File: config.mk
export PLATFORM = sky130hd
export DESIGN_NAME = vga_sync_decoder
export DESIGN_NICKNAME = d
export VERILOG_FILES = /design/src/rtl/vga_sync_decoder.sv
export SDC_FILE = /design/constraint.sdc
export NUM_CORES = 1
export LEC_CHECK = 0
export ABC_AREA = 1
export ABC_CLOCK_PERIOD_IN_PS = 5700
export BUFFER_PORTS_ARGS = -buffer_cell sky130_fd_sc_hd__buf_2
export CORE_MARGIN = 2
export CORE_UTILIZATION = 49
export CTS_CLUSTER_DIAMETER = 200
export DETAILED_ROUTE_END_ITERATION = 12
export PLACE_DENSITY = 0.68
export SLEW_MARGIN = 25
export SYNTH_ARGS = -nofsm -noshare
export SYNTH_HDL_FRONTEND = slang
export SYNTH_SLANG_ARGS = --single-unit
File: constraint.sdc
create_clock -name clk -period 5.7 [get_ports clk]
set_input_delay 0.57 -clock clk [delete_from_list [all_inputs] [get_ports clk]]
set_output_delay 0.57 -clock clk [all_outputs]
set_load 0.005 [all_outputs]
File: src/rtl/vga_sync_decoder.sv
// VGA timing decoder: recovers the raster position from free-running hsync/vsync,
// qualifies the timing over several frames before declaring lock, and then emits
// one registered pixel per active-window sample with its x/y coordinate.
module vga_sync_decoder #(
    parameter int H_SYNC      = 96,
    parameter int H_BP        = 48,
    parameter int H_ACTIVE    = 640,
    parameter int H_FP        = 16,
    parameter int V_SYNC      = 2,
    parameter int V_BP        = 33,
    parameter int V_ACTIVE    = 480,
    parameter int V_FP        = 10,
    parameter int LOCK_FRAMES = 2
) (
    input  logic        clk,
    input  logic        rst_n,
    input  logic        pix_en,
    input  logic        h_sync_in,
    input  logic        v_sync_in,
    input  logic [3:0]  red_in,
    input  logic [3:0]  green_in,
    input  logic [3:0]  blue_in,
    input  logic        err_clr,
    output logic        pixel_valid,
    output logic [11:0] pixel_data,
    output logic [9:0]  x,
    output logic [8:0]  y,
    output logic        frame_start,
    output logic        locked,
    output logic        h_err,
    output logic        v_err
);

    localparam int H_TOTAL = H_SYNC + H_BP + H_ACTIVE + H_FP;
    localparam int V_TOTAL = V_SYNC + V_BP + V_ACTIVE + V_FP;

    localparam logic [9:0] H_LAST   = 10'(H_TOTAL - 1);
    localparam logic [9:0] V_LAST   = 10'(V_TOTAL - 1);
    localparam logic [9:0] H_PULSE  = 10'(H_SYNC);
    localparam logic [9:0] V_PULSE  = 10'(V_SYNC);
    localparam logic [9:0] H_ACT_LO = 10'(H_SYNC + H_BP);
    localparam logic [9:0] H_ACT_HI = 10'(H_SYNC + H_BP + H_ACTIVE - 1);
    localparam logic [9:0] V_ACT_LO = 10'(V_SYNC + V_BP);
    localparam logic [9:0] V_ACT_HI = 10'(V_SYNC + V_BP + V_ACTIVE - 1);

    localparam int              CNT_W     = $clog2(LOCK_FRAMES + 1);
    localparam logic [CNT_W-1:0] LOCK_LAST = CNT_W'(LOCK_FRAMES - 1);

    typedef enum logic [1:0] {
        ST_SEARCH  = 2'd0,
        ST_ACQUIRE = 2'd1,
        ST_LOCKED  = 2'd2
    } state_t;

    state_t           state_q, state_d;
    logic [CNT_W-1:0] good_cnt_q, good_cnt_d;
    logic [9:0]       hc_q, hc_d;
    logic [9:0]       vc_q, vc_d;
    logic             hs_prev_q, hs_prev_d;
    logic             vs_line_q, vs_line_d;
    logic             h_err_q, h_err_d;
    logic             v_err_q, v_err_d;
    logic             pixel_valid_q, pixel_valid_d;
    logic [11:0]      pixel_data_q, pixel_data_d;
    logic [9:0]       x_q, x_d;
    logic [8:0]       y_q, y_d;
    logic             frame_start_q, frame_start_d;

    logic h_fall, h_rise, v_fall, v_rise;
    logic h_evt, v_evt, err_evt, active;

    function automatic logic [9:0] sat_inc(input logic [9:0] val);
        return (val == 10'h3FF) ? val : val + 10'd1;
    endfunction

    // Edge detection and raster counters; everything advances only on pixel strobes.
    always_comb begin
        hc_d      = hc_q;
        vc_d      = vc_q;
        hs_prev_d = hs_prev_q;
        vs_line_d = vs_line_q;
        h_fall    = 1'b0;
        h_rise    = 1'b0;
        v_fall    = 1'b0;
        v_rise    = 1'b0;
        if (pix_en) begin
            h_fall    = !h_sync_in && hs_prev_q;
            h_rise    = h_sync_in && !hs_prev_q;
            hs_prev_d = h_sync_in;
            hc_d      = h_fall ? 10'd0 : sat_inc(hc_q);
            // vsync is only looked at once per line, on the hsync falling edge
            if (h_fall) begin
                v_fall    = !v_sync_in && vs_line_q;
                v_rise    = v_sync_in && !vs_line_q;
                vs_line_d = v_sync_in;
                vc_d      = v_fall ? 10'd0 : sat_inc(vc_q);
            end
        end
    end

    // Timing checks (disabled while searching) and sticky error flags.
    always_comb begin
        h_evt = 1'b0;
        v_evt = 1'b0;
        if (state_q != ST_SEARCH) begin
            h_evt = (h_fall && (hc_q != H_LAST))
                  || (h_rise && (hc_d != H_PULSE))
                  || (pix_en && !h_fall && (hc_q == H_LAST));
            v_evt = (v_fall && (vc_q != V_LAST))
                  || (v_rise && (vc_d != V_PULSE))
                  || (h_fall && !v_fall && (vc_q == V_LAST));
        end
        err_evt = h_evt || v_evt;
        // a new error wins over a simultaneous clear
        h_err_d = (h_err_q && !err_clr) || h_evt;
        v_err_d = (v_err_q && !err_clr) || v_evt;
    end

    // Lock FSM next state: count clean frames between vsync falls, drop on any error.
    always_comb begin
        state_d    = state_q;
        good_cnt_d = good_cnt_q;
        case (state_q)
            ST_SEARCH: begin
                if (v_fall) begin
                    state_d    = ST_ACQUIRE;
                    good_cnt_d = '0;
                end
            end
            ST_ACQUIRE: begin
                if (err_evt) begin
                    state_d = ST_SEARCH;
                end else if (v_fall) begin
                    good_cnt_d = good_cnt_q + CNT_W'(1);
                    if (good_cnt_q == LOCK_LAST) begin
                        state_d = ST_LOCKED;
                    end
                end
            end
            ST_LOCKED: begin
                if (err_evt) begin
                    state_d = ST_SEARCH;
                end
            end
            default: begin
                state_d = ST_SEARCH;
            end
        endcase
    end

    // Pixel capture: a locked, error-free sample inside the active window is forwarded.
    always_comb begin
        pixel_valid_d = 1'b0;
        frame_start_d = 1'b0;
        pixel_data_d  = pixel_data_q;
        x_d           = x_q;
        y_d           = y_q;
        active = (hc_d >= H_ACT_LO) && (hc_d <= H_ACT_HI)
              && (vc_d >= V_ACT_LO) && (vc_d <= V_ACT_HI);
        if (pix_en && (state_q == ST_LOCKED) && !err_evt && active) begin
            pixel_valid_d = 1'b1;
            pixel_data_d  = {red_in, green_in, blue_in};
            x_d           = hc_d - H_ACT_LO;
            y_d           = 9'(vc_d - V_ACT_LO);
            frame_start_d = (hc_d == H_ACT_LO) && (vc_d == V_ACT_LO);
        end
    end

    // State register with asynchronous reset to the search state.
    always_ff @(posedge clk or negedge rst_n) begin
        if (!rst_n) begin
            state_q       <= ST_SEARCH;
            good_cnt_q    <= '0;
            hc_q          <= 10'h3FF;
            vc_q          <= 10'h3FF;
            hs_prev_q     <= 1'b1;
            vs_line_q     <= 1'b1;
            h_err_q       <= 1'b0;
            v_err_q       <= 1'b0;
            pixel_valid_q <= 1'b0;
            pixel_data_q  <= '0;
            x_q           <= '0;
            y_q           <= '0;
            frame_start_q <= 1'b0;
        end else begin
            state_q       <= state_d;
            good_cnt_q    <= good_cnt_d;
            hc_q          <= hc_d;
            vc_q          <= vc_d;
            hs_prev_q     <= hs_prev_d;
            vs_line_q     <= vs_line_d;
            h_err_q       <= h_err_d;
            v_err_q       <= v_err_d;
            pixel_valid_q <= pixel_valid_d;
            pixel_data_q  <= pixel_data_d;
            x_q           <= x_d;
            y_q           <= y_d;
            frame_start_q <= frame_start_d;
        end
    end

    assign pixel_valid = pixel_valid_q;
    assign pixel_data  = pixel_data_q;
    assign x           = x_q;
    assign y           = y_q;
    assign frame_start = frame_start_q;
    assign locked      = (state_q == ST_LOCKED);
    assign h_err       = h_err_q;
    assign v_err       = v_err_q;

endmodule
==> run metrics <==
outcome=complete, no violations; total gr overflow=0; Area Overhead vs Synth=15.59%; Net Sw Frac=between 30% and 40%; most used cell along the critical path=nand3_1; later-pin clock latency in the skew report=roughly 0.34 ns; XOR/XNOR share of the synthesized area=under 10%; Flop pwr share=a little under two fifths; DRC=0; io pins=between 50 and 60; DR pass1 iterations=4; crit path cell chain=ha_1 > inv_1 > nor2_4 > nand3_4 > nand3_1 > nand3_1 > o21ai_0 > inv_1 > ha_1 > a31oi_1 > nor2_1 > nand2_1 > nand3_1 > nor2_2 > nand3_4 > inv_4 > nand2_2 > nand2_1; final slew viol count=0; drt wl/cell=13.02 µm; Synth Register Bits=61; largest net degree at the start of global routing=62; critical path data arrival time=4.10 ns; hold slack=around 0.38 ns; worst r2r src=hc_q[0]; ANT cells=0; highest-count cells in the layout ignoring fill and taps=nand2_1, buf_2, inv_1, nand3_1, dfrtp_1; Clock power frac=34.2%; Compound-Gate Fraction of Synth Area=~5.5%; asr flop ratio synth=100.0%; dominant synthesized flop cell=dfrtp_1; HP Class=in -> async; fmax=around 260 MHz; syn avg cell area=around 8 µm²; CP max stage cell=dfstp_2; Max Cap Viol=0; Multi-input gate area=about 0.0018 mm²; placed cell area=~0.0040 mm²; row count=31; kind of critical path=reg -> reg; P_sw=0.0005272 W; CTS Sinks=between 60 and 70; initial core utilization=between 50% and 60%; startpoint type of the worst setup path=register; mux cell area share after synthesis=0%; power share of the combinational group=between 20% and 30%; CP startpoint=hc_q[0]; skew final=around 0.0094 ns; H-tree levels=3; largest family of logic cells by synthesized area=simple AND/OR/NAND/NOR gates; cts bufs inserted=9; post-route design area=0.004248 mm²; minimum clock period=between 3 and 4 ns; Global Route Usage Sum=21.06%; Die Y=90.60 µm; postcts setup bufs=0; Post-Syn Instances=459; final worst path period share=67.10%; Worst-Margin Slew=around 0.75 ns; Starting DRT DRC Count=roughly 240; Worst slew margin=around half; gpl congestion=roughly 0.9; filler cell count in the final layout=700; crit path max fanout=45; Synth Area in Simple Gates=around 37%; CTS tree=done; TNS Setup=0 ns; setup violators final=0; Leak=about 2.3 nW; Hold Buf Count CTS=0; vias in the first global route=between 2,000 and 3,000; DR vias/cell=approximately 5; port bufs=53; peak supply drop=~0.18 mV; YS warnings=0; Worst-path clk slew=around 0.070 ns; CTS root buffer=clkbuf_8; WL final=8073 µm; Core ar.=between 0.007 and 0.008 mm²; adder-cell share of the synthesized area=roughly 3%; sequential-to-total area share from yosys stat=42.29%; Die Area=slightly above 0.008 mm²; routed vias=approximately 3,100; internal power=slightly below 0.001 W; initial antenna violation count=0; first-pass GRT wire length=13,880 µm; RSZ-0062 raised after global routing=false; cts repair resizes=0; maximum root-to-sink buffer count=2; EDFF count, synth=0; fin nets=543; die width=roughly 91 µm; syn nets=486; commonest non-fill, non-tap cell in the layout=nand2_1; count of cell types in the netlist=38; number of routed nets with antenna violations=0; CP endpoint kind=register; Worst Path Required=approximately 6 ns; CP max stage delay=roughly 0.57 ns; synthesized cell area=~0.0037 mm²; Fin. Hold Viols=0; dpl hpwl=5973 µm; layout cells sized above 1=between 30% and 40%; register area=0.001554 mm²; power density cells=roughly 360 mW/mm²
==> routing by layer <==
layer / global-route usage, % / routed length (µm)
met2: 30.66 / 3611
met1: 30.52 / 3900
met3: 4.508 / 386
met5: 0 / 0
met4: 8.590 / 175
==> final timing paths <==
check                                     end  slack [ns]  depth (start not counted)
worst max-delay path            pixel_data[1]        1.88                         18
worst min-delay path                     x[1]        0.38                          2
worst max register to register  pixel_data[1]        1.88                         18
worst min register to register           y[6]        0.48                          2
max in group asynchronous       good_cnt_q[1]        4.83                          2
min in group clk                pixel_data[0]        0.42                          3
==> critical path, delay by kind of cell, from the launching register on <==
family / cells / cell delay [ns]
fa+ha+maj: 2 / 0.53
simple gates: 11 / 1.43
flops: 1 / 0.57
buf+inv: 3 / 0.71
compound gates: 2 / 0.50
==> synthesized netlist by cell type, types with 3 or more instances <==
cell | count | share of area [%]
nor2_2 | 3 | 0.51
nor2_4 | 5 | 1.5
buf_6 | 3 | 0.92
dfrtp_1 | 39 | 27
xor2_1 | 10 | 2.4
ha_1 | 9 | 3.1
dfstp_2 | 22 | 16
o21ai_0 | 11 | 1.5
a21oi_1 | 4 | 0.54
nand2_4 | 5 | 1.5
nand2_2 | 29 | 4.9
nand3_4 | 3 | 1.4
inv_2 | 9 | 0.92
nand3_2 | 3 | 0.82
nand3_1 | 41 | 5.6
nand2_1 | 138 | 14
o21ai_1 | 15 | 2.0
nor2_1 | 28 | 2.9
nand4_1 | 9 | 1.5
inv_1 | 48 | 4.9
==> power groups by stage <==
stage                     logic [W]  clock network (W)  registers (W)
after floorplan            0.000324                  0       0.000563
after global placement     0.000418                  0       0.000581
after detailed placement   0.000418                  0       0.000581
after CTS                  0.000422           0.000532       0.000574
after global routing       0.000485           0.000550       0.000583
final                      0.000425           0.000520       0.000575
==> stage by stage <==
stage	utilization [%]	total power, W	setup WS (ns)	instances
finish	58.56	0.001521	1.875	620
global route	58.56	0.001618	1.480	620
CTS	58.56	0.001527	1.849	620
detailed placement	54.84	0.0009985	1.847	604
global placement	54.84	0.0009997	1.880	604
floorplan	-	0.0008873	2.836	459
==> layout make-up <==
class                      instances  share of cell area (%)
tap                               99                   2.916
inverter                          62                   5.744
clock inverter                     7                   3.446
clock buffer                       9                   2.916
multi-input combinational        328                   41.97
timing repair buffer              54                   6.421
sequential                        61                   36.58
==> registers in the layout, summed over array words and instances, names as in the netlist <==
| register | cells |
|---|---|
| pixel_data | 12 |
| hc_q | 10 |
| vc_q | 10 |
| x | 10 |
| y | 9 |
| good_cnt_q | 2 |
| state_q | 2 |
| frame_start | 1 |
| h_err | 1 |
| hs_prev_q | 1 |
| pixel_valid | 1 |
| v_err | 1 |
| vs_line_q | 1 |
==> cells by family (layout without fill, tap and decap cells) <==
logic type                 after synthesis  in the layout
adders and majority gates                9              9
and+or+nand+nor                        272            272
xor gates and xnor gates                12             12
buffers and inverters                   70            132
AOI/OAI and AO/OA                       35             35
DFF                                     61             61
No activity file was read; power rests on OpenSTA's default activity.
